<file path="src/rtl/bcd_reaction_counter_pkg.sv">
// Shared definitions for the BCD reaction-time counter: state encodings,
// digit geometry and the "no score yet" best-time value.
package bcd_reaction_counter_pkg;

    typedef enum logic [1:0] {
        ST_A = 2'd0,
        ST_B = 2'd1,
        ST_C = 2'd2,
        ST_D = 2'd3
    } state_t;

    localparam int          DIGIT_W   = 4;
    localparam logic [3:0]  DIGIT_MAX = 4'd9;
    // 9.999 packed as {S,tS,hS,mS}; doubles as the saturation value of the count
    localparam logic [15:0] NO_SCORE  = 16'h9999;

endpackage

</file>
<file path="src/rtl/bcd_reaction_counter_bcd_digit.sv">
// One BCD decade: counts 0..9 when enabled, wraps to 0 and flags a carry
// on the same edge so decades can be chained through carry -> en.
module bcd_digit
    import bcd_reaction_counter_pkg::*;
(
    input  logic               Clk,
    input  logic               Resetn,
    input  logic               clr,
    input  logic               en,
    output logic [DIGIT_W-1:0] q,
    output logic               carry
);

    logic [DIGIT_W-1:0] q_r;

    // Decade register: clear wins over enable, wrap 9 -> 0
    always_ff @(posedge Clk) begin
        if (!Resetn) begin
            q_r <= 4'd0;
        end else if (clr) begin
            q_r <= 4'd0;
        end else if (en) begin
            q_r <= (q_r == DIGIT_MAX) ? 4'd0 : (q_r + 4'd1);
        end else begin
            q_r <= q_r;
        end
    end

    assign q     = q_r;
    assign carry = en & (q_r == DIGIT_MAX);

endmodule

</file>
<file path="src/rtl/bcd_reaction_counter.sv">
// Reaction-timer core: game FSM, four-decade BCD count with saturation at
// 9.999, and the best (lowest) time register feeding the display decoder.
module bcd_reaction_counter
    import bcd_reaction_counter_pkg::*;
(
    input  logic       Clk,
    input  logic       Resetn,
    input  logic       tick,
    input  logic       start,
    input  logic       stop,
    output logic [1:0] state,
    output logic [3:0] S,
    output logic [3:0] tS,
    output logic [3:0] hS,
    output logic [3:0] mS,
    output logic [3:0] h_S,
    output logic [3:0] h_tS,
    output logic [3:0] h_hS,
    output logic [3:0] h_mS
);

    state_t        state_r;
    state_t        next_state_s;
    logic [15:0]   best_r;
    logic          best_pend_r;

    logic          clr_s;
    logic          cnt_en_s;
    logic          enter_c_s;
    logic          sat_s;
    logic [15:0]   count_s;

    logic [DIGIT_W-1:0] digit_q_s   [4];
    logic               digit_c_s   [4];
    logic               digit_en_s  [4];
    logic               msd_carry_unused_s;

    // Decade chain, least significant digit first
    assign digit_en_s[0] = cnt_en_s;
    assign digit_en_s[1] = digit_c_s[0];
    assign digit_en_s[2] = digit_c_s[1];
    assign digit_en_s[3] = digit_c_s[2];
    assign msd_carry_unused_s = digit_c_s[3];

    genvar gi;
    generate
        for (gi = 0; gi < 4; gi++) begin : g_digit
            bcd_digit u_digit (
                .Clk    (Clk),
                .Resetn (Resetn),
                .clr    (clr_s),
                .en     (digit_en_s[gi]),
                .q      (digit_q_s[gi]),
                .carry  (digit_c_s[gi])
            );
        end
    endgenerate

    assign count_s = {digit_q_s[3], digit_q_s[2], digit_q_s[1], digit_q_s[0]};
    assign sat_s   = (count_s == NO_SCORE);

    // FSM state register
    always_ff @(posedge Clk) begin
        if (!Resetn) begin
            state_r <= ST_A;
        end else begin
            state_r <= next_state_s;
        end
    end

    // FSM next-state logic; stop beats a coincident tick in B
    always_comb begin
        next_state_s = state_r;
        case (state_r)
            ST_A: begin
                if (start) next_state_s = ST_B;
                else       next_state_s = ST_A;
            end
            ST_B: begin
                if (stop)               next_state_s = ST_C;
                else if (tick && sat_s) next_state_s = ST_D;
                else                    next_state_s = ST_B;
            end
            ST_C: begin
                if (start) next_state_s = ST_A;
                else       next_state_s = ST_C;
            end
            ST_D: begin
                if (start) next_state_s = ST_A;
                else       next_state_s = ST_D;
            end
            default: next_state_s = ST_A;
        endcase
    end

    // FSM outputs: count clear/enable and the "just entered C" strobe
    always_comb begin
        clr_s     = 1'b0;
        cnt_en_s  = 1'b0;
        enter_c_s = 1'b0;
        case (state_r)
            ST_A: begin
                clr_s = start;
            end
            ST_B: begin
                cnt_en_s  = tick & ~stop & ~sat_s;
                enter_c_s = stop;
            end
            ST_C: begin
                clr_s = 1'b0;
            end
            ST_D: begin
                clr_s = 1'b0;
            end
            default: begin
                clr_s = 1'b0;
            end
        endcase
    end

    // One-shot flag: the best-time compare runs on the first edge spent in C
    always_ff @(posedge Clk) begin
        if (!Resetn) begin
            best_pend_r <= 1'b0;
        end else begin
            best_pend_r <= enter_c_s;
        end
    end

    // Best-time register; packed BCD compares correctly as plain unsigned
    always_ff @(posedge Clk) begin
        if (!Resetn) begin
            best_r <= NO_SCORE;
        end else if (best_pend_r && (count_s < best_r)) begin
            best_r <= count_s;
        end else begin
            best_r <= best_r;
        end
    end

    assign state = state_r;
    assign S     = digit_q_s[3];
    assign tS    = digit_q_s[2];
    assign hS    = digit_q_s[1];
    assign mS    = digit_q_s[0];
    assign h_S   = best_r[15:12];
    assign h_tS  = best_r[11:8];
    assign h_hS  = best_r[7:4];
    assign h_mS  = best_r[3:0];

endmodule
</file>
<file path="config.mk">
export PLATFORM = sky130hd
export DESIGN_NAME = bcd_reaction_counter
export DESIGN_NICKNAME = d
export VERILOG_FILES = /design/src/rtl/bcd_reaction_counter_pkg.sv /design/src/rtl/bcd_reaction_counter_bcd_digit.sv /design/src/rtl/bcd_reaction_counter.sv
export SDC_FILE = /design/constraint.sdc
export NUM_CORES = 1
export LEC_CHECK = 0
export CAP_MARGIN = 20
export CORE_MARGIN = 10
export CORE_UTILIZATION = 35
export DETAILED_ROUTE_END_ITERATION = 10
export PLACE_DENSITY = 0.61
export SLEW_MARGIN = 20
export SYNTH_ARGS = -nofsm -noshare
export SYNTH_HDL_FRONTEND = slang
export SYNTH_SLANG_ARGS = --single-unit
</file>
<file path="constraint.sdc">
create_clock -name Clk -period 2.42 [get_ports Clk]
set_input_delay 0.242 -clock Clk [delete_from_list [all_inputs] [get_ports Clk]]
set_output_delay 0.242 -clock Clk [all_outputs]
set_load 0.01 [all_outputs]
</file>
==> results.py <==
metrics = {
    "route": {
        "vias": 1741,
        "drt_iter0_drc": 69,
        "drc": 0,
        "routed_wl_um": 5140,
        "drtAntennaViolNets": 0,
        "routed_via_density": 4.73,
        "wire_per_inst_um": 14.0,
        "drt-pass1-iter-count": 4,
    },
    "logic_synthesis": {
        "ys_seq_elements": 35,
        "ys_top_cells_by_area": "dfxtp_1 35%, ha_1 9.5%, mux2i_1 9.1%",
        "synthFlopType": "dfxtp_1",
        "synth.top_cell.area_share": 0.354,
        "synth_warnings": 0,
        "netlist.top_cell.by_area": "dfxtp_1",
        "syn-num-nets": 248,
        "synth.avg_cell_area_sq_um": 8.68,
        "synth.most_common_cell": "dfxtp_1",
        "async_flop_share": 0,
        "synth_common_cells": "35 x dfxtp_1, 27 x nand2_1, 22 x inv_1",
        "synth_enable_flop_cells": 0,
        "synth_area_sq_um": 1980,
        "yosysUniqueCellTypes": 38,
        "ys_seq_area_frac": 0.354,
        "postSynthCellCount": 228,
    },
    "setup_path": {
        "cp.required_ns": 2.59,
        "cp-start-kind": "register",
        "r2r_start": "best_r[15]",
        "cp_slowest_cell": "or3_1",
        "crit_path_max_fanout": 11,
        "arrival_ns": 2.33,
        "worstPathCellList": "inv_1 > ha_1 > nand4_1 > or3_1 > a221oi_2 > nor4_4 > buf_4 > mux2i_1",
        "critPathMaxStageDelay_ns": 0.41,
        "end_kind": "register",
        "path_class": "reg2reg",
        "critPathLaunch": "best_r[15]",
    },
    "timing": {
        "skew_ns": 0.00322,
        "period_share": 0.891,
        "setup_violations": 0,
        "relSlewSlack": 0.615,
        "tns_ns": 0,
        "timing.hold.ws_ns": 0.481,
        "fmax_mhz": 464,
        "tightest_slew_ns": 0.577,
        "maxSlewViolCount": 0,
        "timing.final.hold_violations": 0,
        "rsz0062_at_grt": "no",
        "min_period_ns": 2.16,
    },
    "clocking": {
        "clk_pin_slew_ns": 0.07,
        "htreeDepth": 2,
        "clock_latency_ns": 0.29,
        "clock_sinks": 35,
        "cts_hold_buf": 0,
        "numCtsBuffers": 5,
        "clk_path_buf_depth": 2,
        "cts_tree": "built",
        "cts-root-buf": "clkbuf_8",
    },
    "global_routing": {
        "grt_pass1_wl_um": 8670,
        "grt-ovfl-total": 0,
        "first_global_vias": 1707,
        "grt_max_degree": 36,
        "grtUsageTotal": 0.121,
        "antenna_found_initial": 0,
    },
    "placed_design": {
        "place_hpwl_um": 4000,
        "port_buffers": 38,
        "place_area_sq_um": 2620,
        "dp_cells": 359,
        "gp_congestion": 0.779,
    },
    "power": {
        "vdd_ir_drop_max_mv": 0.156,
        "powerDensity_nw_per_um2": 399,
        "power.leakage_nw": 1.10,
    },
    "die": {
        "num_rows": 27,
        "dieArea_sq_um": 9060,
        "design.core.area_sq_um": 5510,
        "die_h_um": 95.2,
        "initial_core_util": 0.359,
        "io_pins": 39,
        "dieWidth_um": 95.2,
    },
    "finish": {
        "syn_to_final_growth_pct": 37.0,
        "antenna-diode-count": 0,
        "stdcell_count": 368,
        "nNetsFinal": 315,
        "drive_gt1_frac": 0.139,
        "utilization": 0.493,
        "post-route-cell-area_sq_um": 2710,
    },
    "hold_path": {
        "worstHoldStart": "best_r[2]",
        "hold_path_class": "reg2reg",
    },
    "job": {
        "maxCapViolCount": 0,
    },
    "status": {
        "outcome": "finished clean",
    },
}
[stage by stage]
step                power [mW]  setup WS, ns
floorplan                0.653         0.368
global placement         0.690       -0.0134
detailed placement       0.691       -0.0298
CTS                       1.10         0.237
global route              1.13         0.145
finish                    1.08         0.263
[routing by layer]
metal  GRT usage  part of all wire
met4      0.0586             0.019
met2       0.185              0.46
met1       0.155              0.48
met5           0                 0
met3      0.0314             0.043
[flip-flops by register name, indices dropped and copies added, names as in the netlist]
signal and flops:
best_pend_r 1, best_r 16, state 2, g_digit.u_digit.q 16
[what timing repair did]
item / CTS / global route
setup endpoints to repair: 5 / 0
gates resized for setup: 0 / 0
hold endpoints to repair: 0 / 0
setup buffers: 1 / 0
[cell usage in the layout (no fill, tap or decap), drive strengths merged, types with 3 or more instances in the layout]
cell type	n
a21oi	9
and4	3
buf	30
clkbuf	7
clkdlybuf4s50	38
dfxtp	35
ha	15
inv	22
mux2i	18
nand2	27
nand3	7
nand4	7
nor2	15
nor2b	19
nor3	5
nor4bb	3
o21ai	5
xnor2	4
xor2	6
[power by group]
part           leakage (nW)  switching (mW)  internal [mW]
clock network        0.0422           0.203          0.202
registers             0.283         0.00708          0.584
logic                 0.771          0.0426         0.0439
[logic make-up after synthesis]
kind of cell / share of synthesized area
flip-flops: 0.354
AO/OA/AOI/OAI: 0.0860
AND/OR/NAND/NOR: 0.264
adder cells (fa/ha/maj): 0.0948
buffers and inverters: 0.0657
multiplexers: 0.0910
XOR/XNOR: 0.0442
[worst max-delay path, delay by kind of cell (launching register included)]
family | cells | cell delay (ns)
buffers and inverters | 2 | 0.27
adder cells (fa/ha/maj) | 1 | 0.31
AO/OA/AOI/OAI | 1 | 0.27
flip-flops | 1 | 0.37
multiplexers | 1 | 0.13
AND/OR/NAND/NOR | 3 | 0.67
[worst paths after layout]
path                    end  slack (ns)  cells after the start
setup / recovery  best_r[3]        0.26                      8
hold / removal    best_r[2]        0.48                      2
setup reg to reg  best_r[3]        0.26                      8
hold reg to reg   best_r[2]        0.48                      2
[cell type report]
class	count	area [sq um]
sequential	35	701
tap	72	90.1
clock inverter	1	5.00
timing repair buffer	68	606
clock buffer	7	76.3
fill	523	2790
inverter	23	86.3
multi-input combinational	162	1150
Note: power is estimated with default switching activity, not from simulation.
